## src/rtl/rice_partition_sequencer.sv

```systemverilog
// ---------------------------------------------------------------------------
// rice_partition_sequencer
//
// Sequences one Rice-coded block into the bit-packing writer's command
// stream. For each partition it accepts one Rice parameter and issues a
// parameter-change command. It then accepts that partition's residuals,
// zigzag-maps each one and issues a code command (upper count, lower field,
// total length). After the last partition it issues a single flush command
// and pulses oDone.
//
// All writer-facing outputs are registered. A handshake in cycle N produces
// its command in cycle N+1. The writer never back-pressures.
//
// Optional feature: define RICE_SEQ_BITCOUNT_EN to add oBitCount. This is a
// 32-bit running total of emitted bits: oTotal for each code command plus 4
// for each parameter change. It is cleared at iStart.
//
// Ports:
//   iClock, iReset_n           clock, asynchronous active-low reset
//   iStart                     one-cycle pulse that begins a block (IDLE only)
//   iBlockSize/iPredOrder/
//   iPartOrder                 block geometry, sampled at iStart
//   iParamValid/iParam/
//   oParamReady                per-partition Rice parameter handshake
//   iResValid/iResidual/
//   oResReady                  signed residual handshake
//   oEnable                    writer command strobe
//   oChangeParam/oFlush        writer parameter-change / flush commands
//   oTotal/oUpper/oLower       code fields (0 unless a code command)
//   oRiceParam                 current clamped Rice parameter k
//   oBusy                      high from iStart until DONE exits
//   oDone                      one-cycle pulse after the flush
//   oParamErr                  one-cycle pulse when a parameter was clamped
//   oBitCount                  (RICE_SEQ_BITCOUNT_EN only) emitted bit count
// ---------------------------------------------------------------------------
module rice_partition_sequencer #(
  parameter int RES_W   = 16,
  parameter int MAX_K   = 14,
  parameter int ORDER_W = 4
) (
  input  logic               iClock,
  input  logic               iReset_n,
  input  logic               iStart,
  input  logic [15:0]        iBlockSize,
  input  logic [5:0]         iPredOrder,
  input  logic [ORDER_W-1:0] iPartOrder,
  input  logic               iParamValid,
  input  logic [3:0]         iParam,
  output logic               oParamReady,
  input  logic               iResValid,
  input  logic [RES_W-1:0]   iResidual,
  output logic               oResReady,
  output logic               oEnable,
  output logic               oChangeParam,
  output logic               oFlush,
  output logic [15:0]        oTotal,
  output logic [15:0]        oUpper,
  output logic [15:0]        oLower,
  output logic [3:0]         oRiceParam,
  output logic               oBusy,
  output logic               oDone,
  output logic               oParamErr
`ifdef RICE_SEQ_BITCOUNT_EN
  ,
  output logic [31:0]        oBitCount
`endif
);

  typedef enum logic [2:0] {
    S_IDLE,
    S_PARAM,
    S_SAMPLES,
    S_FLUSH,
    S_DONE
  } state_e;

  state_e state_q, state_d;

  // Block geometry latched at iStart
  logic [15:0]        blk_size_q, blk_size_d;
  logic [5:0]         pred_q,     pred_d;
  logic [ORDER_W-1:0] order_q,    order_d;

  // Partition index, remaining samples in the current partition, current k
  logic [15:0] p_q,   p_d;
  logic [15:0] cnt_q, cnt_d;
  logic [3:0]  k_q,   k_d;

  // Registered writer command outputs
  logic        busy_q,  busy_d;
  logic        en_q,    en_d;
  logic        chg_q,   chg_d;
  logic        flush_q, flush_d;
  logic [15:0] upper_q, upper_d;
  logic [15:0] lower_q, lower_d;
  logic [15:0] total_q, total_d;
  logic        perr_q,  perr_d;
  logic        done_q,  done_d;

`ifdef RICE_SEQ_BITCOUNT_EN
  logic [31:0] bitcount_q, bitcount_d;
`endif

  // -------------------------------------------------------------------------
  // Partition geometry
  // -------------------------------------------------------------------------
  logic [15:0] base_cnt;
  logic [15:0] pred_ext;
  logic [15:0] part0_cnt;
  logic [15:0] load_cnt;
  logic [15:0] part_mask;
  logic        last_part;

  assign base_cnt = blk_size_q >> order_q;
  assign pred_ext = {10'd0, pred_q};
  // A predictor order larger than the partition size leaves partition 0
  // empty rather than wrapping to a huge count.
  assign part0_cnt = (base_cnt > pred_ext) ? (base_cnt - pred_ext) : 16'd0;
  assign load_cnt  = (p_q == 16'd0) ? part0_cnt : base_cnt;
  // 2^order - 1, i.e. the index of the last partition
  assign part_mask = ~(16'hFFFF << order_q);
  assign last_part = (p_q == part_mask);

  // -------------------------------------------------------------------------
  // Parameter clamp
  // -------------------------------------------------------------------------
  logic       param_over;
  logic [3:0] param_clamped;

  assign param_over    = (iParam > 4'(MAX_K));
  assign param_clamped = param_over ? 4'(MAX_K) : iParam;

  // -------------------------------------------------------------------------
  // Zigzag map and Rice split, using the k already latched for this partition
  // -------------------------------------------------------------------------
  logic [RES_W-1:0] zz;
  logic [15:0]      u16;
  logic [15:0]      code_upper;
  logic [15:0]      code_lower;
  logic [15:0]      code_total;

  assign zz  = {iResidual[RES_W-2:0], 1'b0} ^ {RES_W{iResidual[RES_W-1]}};
  assign u16 = 16'(zz);
  assign code_upper = u16 >> k_q;
  // Leading 1 marks the terminator bit above the k low-order bits
  assign code_lower = (16'd1 << k_q) | (u16 & ((16'd1 << k_q) - 16'd1));
  assign code_total = code_upper + {12'd0, k_q} + 16'd1;

  // -------------------------------------------------------------------------
  // Next-state and output logic
  // -------------------------------------------------------------------------
  always_comb begin
    // NOTE: every signal gets a default before the case so that no path
    // leaves one unassigned, which would otherwise infer a latch.
    state_d    = state_q;
    blk_size_d = blk_size_q;
    pred_d     = pred_q;
    order_d    = order_q;
    p_d        = p_q;
    cnt_d      = cnt_q;
    k_d        = k_q;
    busy_d     = busy_q;
    en_d       = 1'b0;
    chg_d      = 1'b0;
    flush_d    = 1'b0;
    upper_d    = 16'd0;
    lower_d    = 16'd0;
    total_d    = 16'd0;
    perr_d     = 1'b0;
    done_d     = 1'b0;
`ifdef RICE_SEQ_BITCOUNT_EN
    bitcount_d = bitcount_q;
`endif

    unique case (state_q)
      S_IDLE: begin
        if (iStart) begin
          blk_size_d = iBlockSize;
          pred_d     = iPredOrder;
          order_d    = iPartOrder;
          p_d        = 16'd0;
          busy_d     = 1'b1;
`ifdef RICE_SEQ_BITCOUNT_EN
          bitcount_d = 32'd0;
`endif
          state_d    = S_PARAM;
        end
      end

      S_PARAM: begin
        if (iParamValid) begin
          k_d    = param_clamped;
          perr_d = param_over;
          en_d   = 1'b1;
          chg_d  = 1'b1;
          if (load_cnt != 16'd0) begin
            cnt_d   = load_cnt;
            state_d = S_SAMPLES;
          end else if (last_part) begin
            state_d = S_FLUSH;
          end else begin
            // Empty partition: its parameter command is still issued
            p_d     = p_q + 16'd1;
            state_d = S_PARAM;
          end
        end
      end

      S_SAMPLES: begin
        if (iResValid) begin
          en_d    = 1'b1;
          upper_d = code_upper;
          lower_d = code_lower;
          total_d = code_total;
          cnt_d   = cnt_q - 16'd1;
          if (cnt_q == 16'd1) begin
            if (last_part) begin
              state_d = S_FLUSH;
            end else begin
              p_d     = p_q + 16'd1;
              state_d = S_PARAM;
            end
          end
        end
      end

      // The final code command becomes visible in this cycle, so the flush
      // registered here lands strictly after it.
      S_FLUSH: begin
        en_d    = 1'b1;
        flush_d = 1'b1;
        state_d = S_DONE;
      end

      S_DONE: begin
        done_d  = 1'b1;
        busy_d  = 1'b0;
        state_d = S_IDLE;
      end

      default: begin
        state_d = S_IDLE;
      end
    endcase

`ifdef RICE_SEQ_BITCOUNT_EN
    // Accumulated in step with the command being registered
    if (en_d && chg_d) begin
      bitcount_d = bitcount_d + 32'd4;
    end else if (en_d && !flush_d) begin
      bitcount_d = bitcount_d + {16'd0, total_d};
    end
`endif
  end

  // -------------------------------------------------------------------------
  // State registers
  // -------------------------------------------------------------------------
  // NOTE: sequential state uses non-blocking assignments so that every flop
  // samples the pre-edge values regardless of statement order.
  always_ff @(posedge iClock or negedge iReset_n) begin
    if (!iReset_n) begin
      state_q    <= S_IDLE;
      blk_size_q <= 16'd0;
      pred_q     <= 6'd0;
      order_q    <= '0;
      p_q        <= 16'd0;
      cnt_q      <= 16'd0;
      k_q        <= 4'd0;
      busy_q     <= 1'b0;
      en_q       <= 1'b0;
      chg_q      <= 1'b0;
      flush_q    <= 1'b0;
      upper_q    <= 16'd0;
      lower_q    <= 16'd0;
      total_q    <= 16'd0;
      perr_q     <= 1'b0;
      done_q     <= 1'b0;
    end else begin
      state_q    <= state_d;
      blk_size_q <= blk_size_d;
      pred_q     <= pred_d;
      order_q    <= order_d;
      p_q        <= p_d;
      cnt_q      <= cnt_d;
      k_q        <= k_d;
      busy_q     <= busy_d;
      en_q       <= en_d;
      chg_q      <= chg_d;
      flush_q    <= flush_d;
      upper_q    <= upper_d;
      lower_q    <= lower_d;
      total_q    <= total_d;
      perr_q     <= perr_d;
      done_q     <= done_d;
    end
  end

`ifdef RICE_SEQ_BITCOUNT_EN
  always_ff @(posedge iClock or negedge iReset_n) begin
    if (!iReset_n) begin
      bitcount_q <= 32'd0;
    end else begin
      bitcount_q <= bitcount_d;
    end
  end

  assign oBitCount = bitcount_q;
`endif

  // -------------------------------------------------------------------------
  // Outputs
  // -------------------------------------------------------------------------
  assign oParamReady  = (state_q == S_PARAM);
  assign oResReady    = (state_q == S_SAMPLES);
  assign oEnable      = en_q;
  assign oChangeParam = chg_q;
  assign oFlush       = flush_q;
  assign oTotal       = total_q;
  assign oUpper       = upper_q;
  assign oLower       = lower_q;
  assign oRiceParam   = k_q;
  assign oBusy        = busy_q;
  assign oDone        = done_q;
  assign oParamErr    = perr_q;

endmodule

```

## config.mk

```make
export PLATFORM = sky130hd
export DESIGN_NAME = rice_partition_sequencer
export DESIGN_NICKNAME = d
export VERILOG_FILES = /design/src/rtl/rice_partition_sequencer.sv
export SDC_FILE = /design/constraint.sdc
export NUM_CORES = 1
export LEC_CHECK = 0
export ABC_AREA = 1
export BUFFER_PORTS_ARGS = -buffer_cell sky130_fd_sc_hd__buf_2
export CORE_ASPECT_RATIO = 1.5
export CORE_UTILIZATION = 53
export CTS_BUF_LIST = sky130_fd_sc_hd__clkbuf_16
export DETAILED_ROUTE_END_ITERATION = 10
export GPL_TIMING_DRIVEN = 0
export PLACE_DENSITY_LB_ADDON = 0.15
export SETUP_SLACK_MARGIN = 0.2
export SLEW_MARGIN = 10
export SYNTH_ARGS = -nofsm -noshare
export SYNTH_HDL_FRONTEND = slang
export SYNTH_SLANG_ARGS = --single-unit
export TNS_END_PERCENT = 1
```

## constraint.sdc

```tcl
create_clock -name iClock -period 3.4 [get_ports iClock]
set_clock_uncertainty 0.1 [all_clocks]
set_input_delay 0.17 -clock iClock [delete_from_list [all_inputs] [get_ports iClock]]
set_output_delay 0.17 -clock iClock [all_outputs]
set_load 0.05 [all_outputs]
```

[Word-level counts from Yosys, hierarchy flattened]
Index checks and enable logic that the tools add are counted.
Operators by class
  add/subtract/negate cells: 6
  order comparisons: 2
  eq/ne operators: 12
  shift-type cells: 4
  muxes and demuxes: 37
  bitwise gates (word level): 4
  reduce and logical (&&, ||, !) cells: 12
Operators by type and width (number)
  $mux W16: 17
  $pmux W16 S3: 1
  $add A16 B1 Y16 const B: 2
  $pmux W16 S2: 1
  $shr A16 B4 Y16: 2
  $sub A16 B1 Y16 const B: 2
  $add A16 B4 Y16: 1
  $and A16 B16 Y16: 1
  $eq A16 B1 Y1 const B: 1
  $eq A16 B16 Y1: 1
  $gt A16 B6 Y1: 1
  $logic_not A16 Y1: 1
  $not A16 Y16: 1
  $or A16 B16 Y16: 1
  $reduce_bool A16 Y1: 1
  $shl A1 B4 Y16 const A: 1
  $shl A16 B4 Y16 const A: 1
  $sub A16 B6 Y16: 1
  $xor A16 B16 Y16: 1
  $mux W3: 4
  $pmux W3 S4: 1
  $mux W1: 8
  $ne A2 B2 Y1 const B: 4
  $reduce_and A4 Y1: 2
  other kinds (14): 20
Word-level totals
  register bits after elaboration: 119
  input bits: 51
  output and inout bits: 60
  logic and storage cells: 93

[Longest topological paths before layout]
Gate-level depths: netlist of run 1.
  word-level depth: 8
  gate-level depth with buffers: 31
  mapped depth without buffers: 28

[Least setup slack after synthesis of run 1]
No wires, ideal clock.
  kind: flip-flop to flip-flop
  start: register order_q[0]
  end: register cnt_q[6]
  setup time: 0.117 ns
  data arrival time: 3.411 ns
  data required time: 3.183 ns
  slack: -0.228 ns
  stages on the path, launching flop included: 27
  buffers on the path: 4
  clock period less this slack: 3.628 ns
  cell sequence: dfrtp_1 buf_6 buf_4 o21ai_0 nor2_1 a31oi_1 nand2_1 nand3_1 inv_1 ha_1 fa_1 nor3_1 nor2_1 inv_1 o21ai_0 nand4_1 buf_2 nand3_1 nand2_1 nor2_1 nand3_2 nand2_4 nand2_4 nand2_4 buf_12 nand2_2 nand2_1
Between the ends
  longest elaborated chain between the ends: 7
  elaborated cells between the ends (all ways): 11
  classes of those cells: add/sub: 1; order compare: 1; eq/ne: 1; shift: 1; mux: 5; reduce/logical: 2
RTL lines
  start: declaration: line 82  | logic [ORDER_W-1:0] order_q, order_d;
  start signal: assignment: line 283  | order_q <= order_d;
  $shr A16 B4 Y16 *: line 114  | assign base_cnt = blk_size_q >> order_q;
  $sub A16 B6 Y16 / $gt A16 B6 Y1 (equally long branches): line 118  | assign part0_cnt = (base_cnt > pred_ext) ? (base_cnt - pred_ext) : 16'd0;
  $mux W16: line 118
  $mux W16 *: line 119  | assign load_cnt = (p_q == 16'd0) ? part0_cnt : base_cnt;
  $reduce_bool A16 Y1 / $mux W16 (equally long branches): line 196  | if (load_cnt != 16'd0) begin
  $ne A2 B1 Y1 (no source line) / $mux W16 (equally long branches)
  $reduce_and A4 Y1 (no source line) / $pmux W16 S2 (equally long branches)
  end signal: assignment: line 285  | cnt_q <= cnt_d;
  end: declaration: line 86  | logic [15:0] cnt_q, cnt_d;
Every way passes the cells marked *; elsewhere a longest branch is shown, timed or not. The select of a mux whose other input is x is not followed.
A chain may end at the register's enable or synchronous reset.

[Worst setup path in the final report of run 1]
  start: register order_q[3]
  end: register cnt_q[14]
The elaborated chain is that of the path after synthesis.

==> results of run 1 <==
==> logic make-up after synthesis <==
| logic type | count (synthesis) | share of synthesized area |
|---|---|---|
| buffers and inverters | 172 | 0.08650 |
| AO/OA/AOI/OAI | 180 | 0.1220 |
| XOR/XNOR | 34 | 0.03644 |
| AND/OR/NAND/NOR | 680 | 0.3616 |
| adder cells (fa/ha/maj) | 17 | 0.02786 |
| flip-flops | 119 | 0.3644 |
| multiplexers | 1 | 0.001225 |
==> final timing paths <==
check                      slack (ns)                   start                         to
max reg2reg                     -0.45  order_q[3]$_DFFE_PN0P_      cnt_q[14]$_DFFE_PN0P_
max in group asynchronous        2.29                iReset_n  oRiceParam[1]$_DFFE_PN0P_
min reg2reg                      0.38      p_q[4]$_DFFE_PN0P_         p_q[4]$_DFFE_PN0P_
min                             0.006            iResidual[4]        oLower[5]$_DFF_PN0_
max                             -0.45  order_q[3]$_DFFE_PN0P_      cnt_q[14]$_DFFE_PN0P_
min in group asynchronous        0.17                iReset_n  blk_size_q[5]$_DFFE_PN0P_
==> critical path, cell delays in order (launching register included) <==
cell and delay, ns:
dfrtp_2 0.47, inv_1 0.13, clkbuf_1 0.40, a32oi_1 0.20, nand3_2 0.12, inv_2 0.05
ha_4 0.17, fa_2 0.39, nor3_2 0.21, nor2_2 0.07, inv_1 0.07, o21ai_2 0.07
nand4_1 0.20, buf_6 0.20, nand3_4 0.13, nand2_4 0.09, nor2_4 0.04, nand3_4 0.08
nand2_8 0.08, nand2_8 0.11, nand2_8 0.09, clkbuf_16 0.18, nand2_2 0.05, nand2_1 0.04
==> layer usage <==
layer	track usage	routed length [microns]
met1	0.3380	9553
met2	0.6080	14120
met3	0.06227	1224
met4	0.2743	1980
met5	0	0
==> cells in the final DEF, fill, tap and decap left out, drive strengths merged, types with 3 or more instances in the layout <==
master / n
nor3b: 5
dfrtp: 119
nor3: 27
nor4: 5
xor2: 24
a21oi: 44
buf: 159
a31oi: 9
inv: 133
a21boi: 4
clkbuf: 40
a32oi: 3
nor2: 143
nand3: 107
o21a: 4
dlygate4sd3: 34
o211ai: 5
a211oi: 3
clkinv: 6
nand2: 355
ha: 15
xnor2: 10
nand4: 30
or2: 4
o21ai: 97
==> registers in the layout, indices dropped and copies added, names as in the netlist <==
name / flops
blk_size_q: 16
cnt_q: 16
oBusy: 1
oChangeParam: 1
oDone: 1
oEnable: 1
oFlush: 1
oLower: 16
oParamErr: 1
oRiceParam: 4
oTotal: 16
oUpper: 16
order_q: 4
p_q: 16
pred_q: 6
state_q: 3
==> cell type report <==
| type | count | area, sq um |
|---|---|---|
| timing repair buffer | 171 | 1165 |
| fill | 1275 | 4327 |
| inverter | 127 | 481.7 |
| clock buffer | 17 | 425.4 |
| multi-input combinational | 912 | 4954 |
| clock inverter | 15 | 182.7 |
| tap | 199 | 249.0 |
| sequential | 119 | 2983 |
| buffer | 45 | 304.0 |
==> metrics by stage <==
stage | TNS, ns | std cells | util | worst slack, ns
4_1_cts | -9.190 | 1589 | 0.6813 | -0.3238
6_report | -12.32 | 1605 | 0.7129 | -0.4480
2_1_floorplan | 0 | 1203 | - | 0.1309
3_3_place_gp | -23.81 | 1511 | 0.6013 | -0.6934
3_5_place_dp | -23.80 | 1512 | 0.6036 | -0.7110
5_1_grt | -20.90 | 1605 | 0.7129 | -0.6874
==> synthesized netlist by cell type (all sizes together) <==
library cell	number	area share
o21a	4	0.0037
a32oi	3	0.0032
inv	124	0.057
a22oi	2	0.0018
and3	2	0.0015
o211ai	5	0.0046
o31ai	1	0.00092
nand3	107	0.069
a31oi	9	0.0069
xnor2	10	0.011
o21ai	97	0.059
nor3b	5	0.0046
nor2	143	0.068
nand2	355	0.17
or2	4	0.0031
a221oi	1	0.0011
dfrtp	119	0.36
a2111o	1	0.0014
and2	1	0.00077
o221ai	1	0.0011
buf	20	0.017
nor4	5	0.0038
o22ai	2	0.0015
xor2	24	0.026
nand4	30	0.023
nand3b	1	0.00092
a211oi	3	0.0028
a21boi	4	0.0037
a21oi	44	0.027
clkinv	3	0.0014
fa	2	0.0049
mux2i	1	0.0012
ha	15	0.023
o41ai	1	0.0011
a21o	1	0.00092
o22a	1	0.0011
clkbuf	25	0.011
nor3	27	0.017
==> what timing repair did <==
action / in CTS / in global routing
endpoints found under the setup margin: 46 / 46
pin swaps: 4 / 31
gates cloned: 1 / 3
hold endpoints to repair: 94 / 0
hold buffers: 34 / 0
setup buffers: 10 / 13
resized for setup: 60 / 87
==> out/metrics.cfg, run 1 <==
[route]
drtPass1Iterations = 5
wl_mm = 26.87
routed_via_density = 5.629
drc = 0
vias = 9034
antenna_left = 0
drtIter0Drc = 531
wire_per_inst_microns = 16.74

[yosys]
syn_inst = 1203
avgSynthCellArea_sq_um = 6.794
syn-cell-area_sq_um = 8173
synth_cell_types = 50
ys_seq_area_frac = 0.3644
synth_nets = 1271
yosys_warnings = 0
ys_ff_latch = 119

[floorplan]
rows = 55
die_y_microns = 154.1
top_level_ports = 111
die_area_sq_um = 15930
die_x_microns = 103.4
core_sq_um = 15070
start_util = 0.5423

[status]
violations = setup timing
status = finished, violations left

[setup_path]
crit_path_start_kind = flop
worstSetupPathType = reg2reg
worstSetupEndpointType = flop
critPathRequiredTime_ns = 3.62
cp_data_arrival_time_ns = 4.07
path_max_fanout = 10
reg2reg_depth = 23

[cells_and_area]
design.final.nets = 1461
drive_gt1_frac = 0.2290
syn_to_final_growth_pct = 31.46
fin_area_sq_um = 10740
diodes = 0

[timing]
hold_viol_final = 0
holdWs_ns = 0.005702
min_period_ns = 3.848
finalMaxSlewViolations = 0
finalSetupViolations = 34
slew-limit-headroom = 0.4665
fmaxAchievable_mhz = 259.9
finalCritPeriodShare = 1.132
rsz0062_at_grt = true
layout_setup_ws_ns = -0.4480
tightest_slew_ns = 0.8002

[grt]
grt_pass1_wl_mm = 41.62
antenna_found_initial = 0
track_usage = 0.3431
grt_pass1_vias = 8843
grt_max_degree = 62
gr-total-overflow = 0

[clocking]
cts_max_level = 4
cts_made_buffers = 17
cts_tree = yes
cts_buffer_depth = 2
cts_root_buffer = clkbuf_16
cts.sinks = 119
clk_latency_ns = 0.43
clk_pin_slew_ns = 0.06

[hold_path]
hp-class = in2reg
whs_path_depth = 4

[placed_design]
place_area_sq_um = 9096
gp_congestion = 0.9463
detailed_place_hpwl_mm = 19.17
port_buffers = 109

[flow_run]
maxCapViolCount = 0

Power of run 1 is left out: the tool's default activity adds up to more than one toggle a clock period on the data nets, which glitch-free logic cannot reach.
==> run 2: changes to the inputs <==
- SKIP_CTS_REPAIR_TIMING: unset -> 1
==> run 2 against run 1 <==
Net effect: global-route usage down 1.4 points; highest routed layer unchanged; register-to-register slack about the same; setup slack got worse by 0.0079 ns; die area stayed put; the flow still finishes with violations (setup timing).
==> out/metrics.cfg, run 2 (same netlist as run 1, synthesis figures left out) <==
[status]
status = finished, violations left
violations = setup timing

[timing]
tns_ns = -14.25  ; -1.929 ns
fmaxAchievable_mhz = 259.3  ; -0.21%
tightest_slew_ns = 0.7572  ; -0.04299 ns
min_period_ns = 3.856  ; +0.007935 ns
finalMaxSlewViolations = 0  ; unchanged
finalSetupViolations = 41  ; +21%
finalCritPeriodShare = 1.134  ; +0.002334
hold_viol_final = 0  ; unchanged
layout_setup_ws_ns = -0.4560  ; -0.007935 ns
rsz0062_at_grt = true
slew-limit-headroom = 0.4952  ; +0.02866

[placed_design]
port_buffers = 109  ; unchanged
place_area_sq_um = 9096  ; unchanged
detailed_place_hpwl_mm = 19.17  ; unchanged
dpl.cell_count = 1512  ; unchanged
gp_congestion = 0.9463  ; unchanged
place_ws_ns = -0.7110  ; unchanged

[clocking]
cts_tree = yes
cts_buffer_depth = 2  ; unchanged
cts.sinks = 119  ; unchanged
cts_root_buffer = clkbuf_16
cts_made_buffers = 17  ; unchanged
clk_pin_slew_ns = 0.06  ; about the same
cts_max_level = 4  ; unchanged
clk_latency_ns = 0.42  ; about the same

[setup_path]
critPathRequiredTime_ns = 3.61  ; about the same
crit_family = simple AND/OR/NAND/NOR gates
reg2reg_depth = 26  ; +13%
path_max_fanout = 8  ; -2
worstSetupEndpointType = flop
cp_data_arrival_time_ns = 4.07  ; about the same
crit_slowest_cell = dfrtp_1
r2r_setup_slack_ns = -0.46  ; about the same
crit_path_max_incr_delay_ns = 0.37  ; -0.10 ns
timing.rr.start = order_q[0]$_DFFE_PN0P_
r2r-end = cnt_q[14]$_DFFE_PN0P_
cpMostUsedCell = nand2_8
path_buf_inv = 6  ; unchanged
worstSetupPathType = reg2reg
crit_path_start_kind = flop

[floorplan]
die_area_sq_um = 15930  ; unchanged
core_sq_um = 15070  ; unchanged
die_y_microns = 154.1  ; unchanged
rows = 55  ; unchanged
top_level_ports = 111  ; unchanged
start_util = 0.5423  ; unchanged
die_x_microns = 103.4  ; unchanged

[grt]
grt_pass1_vias = 8512  ; -3.7%
antenna_found_initial = 0  ; unchanged
grt_pass1_wl_mm = 40.08  ; -3.7%
grt_max_degree = 62  ; unchanged
track_usage = 0.3286  ; -0.01445
gr-total-overflow = 0  ; unchanged

[route]
wl_mm = 26.50  ; -1.4%
drtPass1Iterations = 5  ; unchanged
wire_per_inst_microns = 16.52  ; -1.3%
vias = 8946  ; -0.97%
drtIter0Drc = 457  ; -14%
antenna_left = 0  ; unchanged
routed_via_density = 5.577  ; -0.91%
drc = 0  ; unchanged

[hold_path]
min_from = iResidual[4]
whs_path_depth = 4  ; unchanged
hold_path_end = oLower[5]$_DFF_PN0_
hp-class = in2reg

[cells_and_area]
diodes = 0  ; unchanged
final_cell_mix = 322 x nand2_1, 123 x nor2_1, 115 x dfrtp_1
design.final.nets = 1460  ; -0.068%
stdcell_count = 1604  ; -0.062%
fin_area_sq_um = 10640  ; -0.94%
final_common_cell = nand2_1
syn_to_final_growth_pct = 30.22
drive_gt1_frac = 0.2135  ; -0.01550
n_fill_cell = 1287  ; +0.94%

[flow_run]
maxCapViolCount = 0  ; unchanged

## run 2: tightest hold or removal path, stage by stage
cell	delay [ns]
buf_2	0.09
xor2_1	0.10
nand2_1	0.06
a21oi_1	0.07
## run 2: layout make-up
type / instances / area, sq um / share of cell area
plain buffers: 45 / 297.8 / 0.02798
clock buffers: 17 / 425.4 / 0.03997
clock inverters: 15 / 182.7 / 0.01716
inverters: 127 / 485.5 / 0.04561
multi-input cells: 912 / 4848 / 0.4556
flip-flops and latches: 119 / 2983 / 0.2803
well taps: 199 / 249.0 / 0.02340
repair buffers: 170 / 1171 / 0.1100
## run 2: how the worst max path moves through the flow
stage                                 from                     to  slack, ns  cells after the start
finish              order_q[0]$_DFFE_PN0P_  cnt_q[14]$_DFFE_PN0P_      -0.46                     26
global route        order_q[0]$_DFFE_PN0P_   cnt_q[7]$_DFFE_PN0P_      -0.64                     26
CTS                 order_q[2]$_DFFE_PN0P_  cnt_q[13]$_DFFE_PN0P_      -0.80                     21
detailed placement  order_q[2]$_DFFE_PN0P_  cnt_q[13]$_DFFE_PN0P_      -0.71                     21
global placement    order_q[2]$_DFFE_PN0P_  cnt_q[14]$_DFFE_PN0P_      -0.69                     21
floorplan           order_q[0]$_DFFE_PN0P_   cnt_q[6]$_DFFE_PN0P_       0.13                     28
## run 2: per-stage QoR
step	hold WS, ns	utilization
finish	0.01062	0.7062
global route	0.03899	0.7062
CTS	-0.3704	0.6439
detailed placement	0.07588	0.6036
global placement	0.2640	0.6013
floorplan	-0.2256	-
## run 2: routing by layer
layer	wire (microns)	track usage
met1	9329	0.3330
met2	14350	0.5894
met4	1683	0.2381
met3	1139	0.05182
met5	0	0
Power of run 2 is left out for the same reason.
